==> src/rtl/multicycle_adder.sv <==
// Sliced multi-cycle add/subtract unit: SLICE bits per clock with a registered carry between slices.
// Optional accumulate mode (Acc port, Sum as operand A) enabled by defining MULTICYCLE_ADDER_ACCUM_EN.
module multicycle_adder #(
  parameter int unsigned WIDTH = 16,
  parameter int unsigned SLICE = 4
) (
  input  logic             Clk,
  input  logic             Reset,
  input  logic             Run,
  input  logic             Sub,
`ifdef MULTICYCLE_ADDER_ACCUM_EN
  input  logic             Acc,
`endif
  input  logic [WIDTH-1:0] A,
  input  logic [WIDTH-1:0] B,
  output logic [WIDTH-1:0] Sum,
  output logic             CO,
  output logic             OV,
  output logic             Busy,
  output logic             Done
);

  localparam int unsigned NSLICE = WIDTH / SLICE;
  localparam int unsigned IW     = (NSLICE > 1) ? $clog2(NSLICE) : 1;
  localparam logic [IW-1:0] LAST = IW'(NSLICE - 1);

  typedef enum logic [1:0] {S_IDLE, S_ADD, S_DONE} state_t;

  state_t            state_q;
  logic [IW-1:0]     idx_q;
  logic              carry_q;
  logic [WIDTH-1:0]  opa_q, opb_q, res_q;
  logic [WIDTH-1:0]  sum_q;
  logic              co_q, ov_q, busy_q, done_q;

  logic [SLICE-1:0]  a_sl, b_sl;
  logic [SLICE:0]    sl_sum;
  logic [WIDTH-1:0]  res_d;
  logic [WIDTH-1:0]  opa_d;
  logic              ov_d;

  always_comb begin
    a_sl   = opa_q[idx_q*SLICE +: SLICE];
    b_sl   = opb_q[idx_q*SLICE +: SLICE];
    sl_sum = {1'b0, a_sl} + {1'b0, b_sl} + {{SLICE{1'b0}}, carry_q};
    res_d  = res_q;
    res_d[idx_q*SLICE +: SLICE] = sl_sum[SLICE-1:0];
    // Carry into the MSB is recovered from the MSB sum bit, so SLICE=1 needs no special case
    ov_d   = a_sl[SLICE-1] ^ b_sl[SLICE-1] ^ sl_sum[SLICE-1] ^ sl_sum[SLICE];
`ifdef MULTICYCLE_ADDER_ACCUM_EN
    opa_d  = Acc ? sum_q : A;
`else
    opa_d  = A;
`endif
  end

  always_ff @(posedge Clk) begin
    if (Reset) begin
      state_q <= S_IDLE;
      idx_q   <= '0;
      carry_q <= 1'b0;
      opa_q   <= '0;
      opb_q   <= '0;
      res_q   <= '0;
      sum_q   <= '0;
      co_q    <= 1'b0;
      ov_q    <= 1'b0;
      busy_q  <= 1'b0;
      done_q  <= 1'b0;
    end else begin
      unique case (state_q)
        S_IDLE: begin
          done_q <= 1'b0;
          if (Run) begin
            opa_q   <= opa_d;
            opb_q   <= Sub ? ~B : B;
            carry_q <= Sub;
            idx_q   <= '0;
            busy_q  <= 1'b1;
            state_q <= S_ADD;
          end
        end
        S_ADD: begin
          res_q   <= res_d;
          carry_q <= sl_sum[SLICE];
          if (idx_q == LAST) begin
            idx_q   <= '0;
            sum_q   <= res_d;
            co_q    <= sl_sum[SLICE];
            ov_q    <= ov_d;
            busy_q  <= 1'b0;
            done_q  <= 1'b1;
            state_q <= S_DONE;
          end else begin
            idx_q <= idx_q + 1'b1;
          end
        end
        S_DONE: begin
          done_q  <= 1'b0;
          state_q <= S_IDLE;
        end
        default: state_q <= S_IDLE;
      endcase
    end
  end

  assign Sum  = sum_q;
  assign CO   = co_q;
  assign OV   = ov_q;
  assign Busy = busy_q;
  assign Done = done_q;

endmodule

==> config.mk <==
export PLATFORM = sky130hd
export DESIGN_NAME = multicycle_adder
export DESIGN_NICKNAME = d
export VERILOG_FILES = /design/src/rtl/multicycle_adder.sv
export SDC_FILE = /design/constraint.sdc
export NUM_CORES = 1
export LEC_CHECK = 0
export BUFFER_PORTS_ARGS = -buffer_cell sky130_fd_sc_hd__buf_2
export CAP_MARGIN = 20
export CORE_MARGIN = 2
export CORE_UTILIZATION = 55
export CTS_CLUSTER_DIAMETER = 40
export DETAILED_ROUTE_END_ITERATION = 6
export PLACE_DENSITY = 0.78
export SLEW_MARGIN = 20
export SYNTH_ARGS = -nofsm -noshare
export SYNTH_HDL_FRONTEND = slang
export SYNTH_SLANG_ARGS = --single-unit
==> constraint.sdc <==
create_clock -name Clk -period 4.4 [get_ports Clk]
set_input_delay 1.1 -clock Clk [delete_from_list [all_inputs] [get_ports Clk]]
set_output_delay 1.1 -clock Clk [all_outputs]
set_load 0.02 [all_outputs]
# ---- Word-level counts from Yosys, hierarchy flattened
# Index checks and enable logic that the tools add are counted.
dict set report word_totals {
  out_inout_bits 20
  inputBits 36
  elab_cells 53
  regBits 73
}
dict set report op_classes {
  muxes 15
  shifts 4
  bitwise 4
  reduce_logical 10
  add_sub_neg 4
  eq_ne 5
}
# operator count
set op_table {}
lappend op_table {{negation 4 -> 34 bit} 1}
lappend op_table {{variable shift 4 x 34 -> 16 bit, first input constant} 1}
lappend op_table {{variable part select 4 x 34 -> 16 bit} 1}
lappend op_table {{variable part select 16 x 5 -> 4 bit} 2}
lappend op_table {{bitwise mux 16 bit} 1}
lappend op_table {{2-to-1 mux 16 bit} 1}
lappend op_table {{inverter 16 bit} 1}
lappend op_table {{AND reduction 2 bit} 5}
lappend op_table {{2-to-1 mux 2 bit} 4}
lappend op_table {{case mux 2 bit (2 select lines)} 2}
lappend op_table {{case mux 1 bit (2 select lines)} 3}
lappend op_table {{adder 4 x 4 -> 5 bit} 1}
lappend op_table {{adder 5 x 1 -> 5 bit} 1}
lappend op_table {{== test 2 bit, second input constant} 2}
lappend op_table {{2-to-1 mux 1 bit} 4}
lappend op_table {{!= test 2 bit, second input constant} 2}
lappend op_table {{nonzero test 2 bit} 2}
lappend op_table {{AND reduction 3 bit} 1}
lappend op_table {{XOR 1 bit} 3}
lappend op_table {{adder 2 x 1 -> 2 bit, second input constant} 1}
lappend op_table {{== test 2 x 1 -> 1 bit, second input constant} 1}
lappend op_table {{logical NOT 2 bit} 1}
lappend op_table {{OR reduction 2 bit} 1}

# ---- Depth between registers and ports, before layout
dict set report logic_depth {
  depth_word 5
  mapped_depth 9
  mapped_depth_nobuf 8
}

# ---- Worst setup path after synthesis
# OpenSTA, ideal clock, no wires.
dict set report synth_timing {
  path_kind {register -> register}
  startpoint {reg idx_q[0]}
  endpoint {reg res_q[11]}
  synth_period_minus_slack_ps 2750
  arrival_time_ps 2614
  stages_incl_launch_ff 8
  n_path_buf 1
  setup_slack_ps 1650
  path_cell_list {dfxtp_1 > buf_2 > mux4_2 > fa_1 > a21o_1 > a21oi_1 > xor2_1 > o21ai_0}
}
dict set report synth_via {
  elab_chain_len 5
}
# element line_no
set synth_rtl {}
lappend synth_rtl {{start, declared} 30} ;# logic [IW-1:0] idx_q;
lappend synth_rtl {{start signal, assigned} 95} ;# idx_q <= idx_q + 1'b1;
lappend synth_rtl {{variable part select 16 x 5 -> 4 bit, on equally long branches} {43, 44}}
lappend synth_rtl {{adder 4 x 4 -> 5 bit} 45} ;# sl_sum = {1'b0, a_sl} + {1'b0, b_sl} + {{SLICE{1'b0}}, carry_q};
lappend synth_rtl {{adder 5 x 1 -> 5 bit} 45}
lappend synth_rtl {{variable part select 4 x 34 -> 16 bit} 47} ;# res_d[idx_q*SLICE +: SLICE] = sl_sum[SLICE-1:0];
lappend synth_rtl {{bitwise mux 16 bit (*)} 47}
lappend synth_rtl {{end signal, assigned} 84} ;# res_q <= res_d;
lappend synth_rtl {{end, declared} 32} ;# logic [WIDTH-1:0] opa_q, opb_q, res_q;
# Every way passes the cells marked *; elsewhere a longest branch is shown, timed or not.
# A chain may end at the register's enable or synchronous reset.

# ---- Final worst setup path
dict set report layout_timing {
  startpoint {reg idx_q[0]}
  endpoint {reg res_q[7]}
}
# Same word-level chain as after synthesis.

==> metrics.txt <==
# TYPE chip_impl_metric gauge
chip_impl_metric{name="postCtsHoldBufs",unit=""} 0
chip_impl_metric{name="yosys.area_share.xor_xnor",unit="%"} 5.07
chip_impl_info{name="hold_path.class",value="flop to flop"} 1
chip_impl_metric{name="design.die.area",unit="µm²"} 6600
chip_impl_metric{name="place_congestion",unit=""} 0.860
chip_impl_metric{name="cts_num_sinks",unit=""} 73
chip_impl_metric{name="gr-total-overflow",unit=""} 0
chip_impl_info{name="crit_path_start_kind",value="flop"} 1
chip_impl_metric{name="dpl_cell_area",unit="µm²"} 3570
chip_impl_metric{name="setup-tns-final",unit="ns"} 0
chip_impl_metric{name="worst-slew-pin-transition",unit="ns"} 0.850
chip_impl_metric{name="buffer_ports.inserted",unit=""} 55
chip_impl_metric{name="initial_utilization",unit="%"} 56.1
chip_impl_info{name="timing.critical_path.to_type",value="flop"} 1
chip_impl_metric{name="number_of_unique_standard_cell_types_used_by_synthesis",unit=""} 31
chip_impl_info{name="synthFlopType",value="sky130_fd_sc_hd__dfxtp_1"} 1
chip_impl_metric{name="fmax",unit="MHz"} 321
chip_impl_metric{name="adder_cell_fraction_of_synth_area",unit="%"} 4.65
chip_impl_metric{name="ys_async_sr_fraction",unit="%"} 0
chip_impl_metric{name="drc_errors",unit=""} 0
chip_impl_info{name="timing.hold.worst.start",value="opa_q[5]"} 1
chip_impl_info{name="synth_top_family_by_area",value="simple AND/OR/NAND/NOR gates"} 1
chip_impl_info{name="synthTopCellsByArea",value="sky130_fd_sc_hd__dfxtp_1 (45%), sky130_fd_sc_hd__nor2_1 (6.1%), sky130_fd_sc_hd__a211oi_1 (5.5%)"} 1
chip_impl_metric{name="htree_num_levels",unit=""} 3
chip_impl_info{name="post-synth-top-area-cell",value="sky130_fd_sc_hd__dfxtp_1"} 1
chip_impl_metric{name="drv_cap",unit=""} 0
chip_impl_metric{name="avgViaCountPerCell",unit=""} 5.60
chip_impl_metric{name="rows",unit=""} 28
chip_impl_metric{name="synth_enable_flop_cells",unit=""} 0
chip_impl_metric{name="first_iter_violations",unit=""} 207
chip_impl_info{name="worst_setup_path_startpoint",value="idx_q[0]"} 1
chip_impl_info{name="yosys.cell_count.top_type",value="sky130_fd_sc_hd__dfxtp_1"} 1
chip_impl_metric{name="top_level_ports",unit=""} 56
chip_impl_metric{name="synth_compound_gate_area_share",unit="%"} 17.7
chip_impl_info{name="reg2reg_from",value="idx_q[0]"} 1
chip_impl_metric{name="first_pass_grt_wire_length",unit="µm"} 11600
chip_impl_metric{name="die_height",unit="µm"} 81.2
chip_impl_info{name="synth_commonest_cells",value="sky130_fd_sc_hd__dfxtp_1 (73), sky130_fd_sc_hd__nor2_1 (53), sky130_fd_sc_hd__nand2_1 (43)"} 1
chip_impl_metric{name="area_growth_syn_to_layout",unit="%"} 17.2
chip_impl_info{name="worstSetupPathType",value="flop to flop"} 1
chip_impl_metric{name="insertion_delay",unit="ns"} 0.35
chip_impl_metric{name="cts.reportedPaths.clkPinSlew",unit="ns"} 0.08
chip_impl_metric{name="dp_hpwl",unit="µm"} 4780
chip_impl_metric{name="diodes",unit=""} 0
chip_impl_metric{name="timing_max_transition_violations_final",unit=""} 0
chip_impl_metric{name="nets",unit=""} 455
chip_impl_metric{name="synth_nets",unit=""} 410
chip_impl_metric{name="synthSimpleGateAreaFrac",unit="%"} 17.8
chip_impl_metric{name="powerDensity",unit="nW/µm²"} 420
chip_impl_metric{name="drt.antenna.violating_nets",unit=""} 0
chip_impl_metric{name="vias_in_the_first_global_route",unit=""} 2428
chip_impl_metric{name="fillerInstances",unit=""} 481
chip_impl_metric{name="groute.usage.overall",unit="%"} 23.7
chip_impl_metric{name="post_cts_resized",unit=""} 0
chip_impl_metric{name="pin_count_of_the_biggest_net_entering_global_routing",unit=""} 66
chip_impl_metric{name="wl_per_cell",unit="µm"} 14.7
chip_impl_metric{name="cp_data_arrival_time",unit="ns"} 3.33
chip_impl_metric{name="postSynthRegisterBits",unit=""} 73
chip_impl_metric{name="finalWorstPathRequiredPeriod",unit="ns"} 3.12
chip_impl_info{name="status",value="complete, no violations"} 1
chip_impl_metric{name="post_synth_mux_area_share",unit="%"} 5.49
chip_impl_metric{name="synth_top_area_share",unit="%"} 44.5
chip_impl_metric{name="finalClockSkew",unit="ns"} 0.00847
chip_impl_info{name="rsz_0062_raised_after_global_routing",value="false"} 1
chip_impl_metric{name="drt-pass1-iter-count",unit=""} 6
chip_impl_metric{name="ir_drop",unit="µV"} 280
chip_impl_metric{name="critPathRequiredTime",unit="ns"} 4.61
chip_impl_metric{name="netlist_area",unit="µm²"} 3280
chip_impl_metric{name="postRouteWirelength",unit="µm"} 7200
chip_impl_metric{name="die-width",unit="µm"} 81.2
chip_impl_metric{name="post_synth_inst_count",unit=""} 363
chip_impl_metric{name="crit_path_max_fanout",unit=""} 10
chip_impl_metric{name="finish.instance_area",unit="µm²"} 3850
chip_impl_metric{name="slew_headroom",unit="%"} 43.2
chip_impl_metric{name="synth-seq-area-share",unit="%"} 44.5
chip_impl_metric{name="coreArea",unit="µm²"} 5850
chip_impl_metric{name="antenna_found_initial",unit=""} 0
chip_impl_metric{name="final_layout_size_suffix_gt1_share",unit="%"} 21.5
chip_impl_metric{name="final-hold-violation-count",unit=""} 0
chip_impl_metric{name="layout_worst_path_cycle_share",unit="%"} 70.9
chip_impl_metric{name="post-cts-setup-buffers",unit=""} 0
chip_impl_metric{name="synth-warning-count",unit=""} 0
chip_impl_metric{name="clock_tree.buffer_depth",unit=""} 2
chip_impl_metric{name="power.static_leakage",unit="nW"} 1.53
chip_impl_metric{name="cts_buffers",unit=""} 9
chip_impl_metric{name="detailed_route_via_count",unit=""} 2734
chip_impl_metric{name="setup_violations",unit=""} 0
chip_impl_info{name="tritoncts",value="built"} 1
chip_impl_info{name="cts.root.buffer_cell",value="sky130_fd_sc_hd__clkbuf_8"} 1
chip_impl_metric{name="synth.avg_cell_area",unit="µm²"} 9.04
[state kept, by name, summed over array words and instances, names as in the netlist, 2 cells and up]
signal and flops:
state_q 2, opa_q 16, opb_q 16, idx_q 2, res_q 16, Sum 16
[layout make-up]
class	count	area (µm²)	area share, %
clock buffers	10	138	3.58
clock inverters	6	138	3.58
inverters	11	41.3	1.07
multi-input cells	254	1670	43.4
flip-flops and latches	73	1460	38.0
well taps	75	93.8	2.44
repair buffers	59	305	7.93
[critical path: stages (launching register included)]
cell and delay, ns:
sky130_fd_sc_hd__dfxtp_1 0.63, sky130_fd_sc_hd__buf_4 0.28, sky130_fd_sc_hd__mux4_2 0.53, sky130_fd_sc_hd__fa_1 0.42
sky130_fd_sc_hd__a21o_1 0.17, sky130_fd_sc_hd__a21oi_1 0.24, sky130_fd_sc_hd__xor2_1 0.52, sky130_fd_sc_hd__o21ai_0 0.18
[worst paths after layout]
check             endpoint  slack [ns]  cells after the start
setup / recovery  res_q[7]        1.28                      7
hold / removal    opa_q[5]        0.46                      2
setup reg to reg  res_q[7]        1.28                      7
hold reg to reg   opa_q[5]        0.46                      2
[through the flow]
| stage | cells | setup WS, ns | hold slack, ns | power [mW] | util [%] |
|---|---|---|---|---|---|
| floorplan | 363 | 1.65 | 0.433 | 0.863 | - |
| global placement | 472 | 1.38 | 0.441 | 0.914 | 61.1 |
| detailed placement | 472 | 1.27 | 0.447 | 0.920 | 61.1 |
| CTS | 488 | 1.25 | 0.458 | 1.63 | 65.8 |
| global route | 488 | 1.06 | 0.473 | 1.69 | 65.8 |
| finish | 488 | 1.28 | 0.456 | 1.61 | 65.8 |
[cells in the final DEF, fill, tap and decap left out, types with 9 or more instances in the layout]
cell,instances
sky130_fd_sc_hd__dfxtp_1,73
sky130_fd_sc_hd__buf_2,55
sky130_fd_sc_hd__nor2_1,53
sky130_fd_sc_hd__nand2_1,43
sky130_fd_sc_hd__a21oi_1,28
sky130_fd_sc_hd__a211oi_1,24
sky130_fd_sc_hd__xnor2_1,17
sky130_fd_sc_hd__nor3_1,14
sky130_fd_sc_hd__a221oi_1,12
sky130_fd_sc_hd__inv_1,10
sky130_fd_sc_hd__clkbuf_8,10
sky130_fd_sc_hd__o21ai_0,9
sky130_fd_sc_hd__nand3_1,9
sky130_fd_sc_hd__a22oi_1,9
sky130_fd_sc_hd__ha_1,9
[where the power goes]
part	internal, mW	switching, mW	total (mW)	leakage [nW]
Sequential	0.689	0.0202	0.709	0.595
Clock	0.452	0.255	0.708	0.137
Combinational	0.0795	0.118	0.198	0.796
[layer usage]
metal | global-route usage, % | vias up | part of all wire [%]
met5 | 0 | - | 0
met4 | 11.2 | 0 | 2.6
met3 | 7.89 | 14 | 5.6
met2 | 38.2 | 100 | 49
met1 | 28.4 | 1249 | 42
li1 | - | 1371 | -
[logic make-up after synthesis]
logic type | after synthesis
compound gates | 87
fa+ha+maj | 11
simple gates | 129
flops | 73
xor+xnor | 19
buf+inv | 36
mux | 8
No activity file was read; power rests on OpenSTA's default activity.
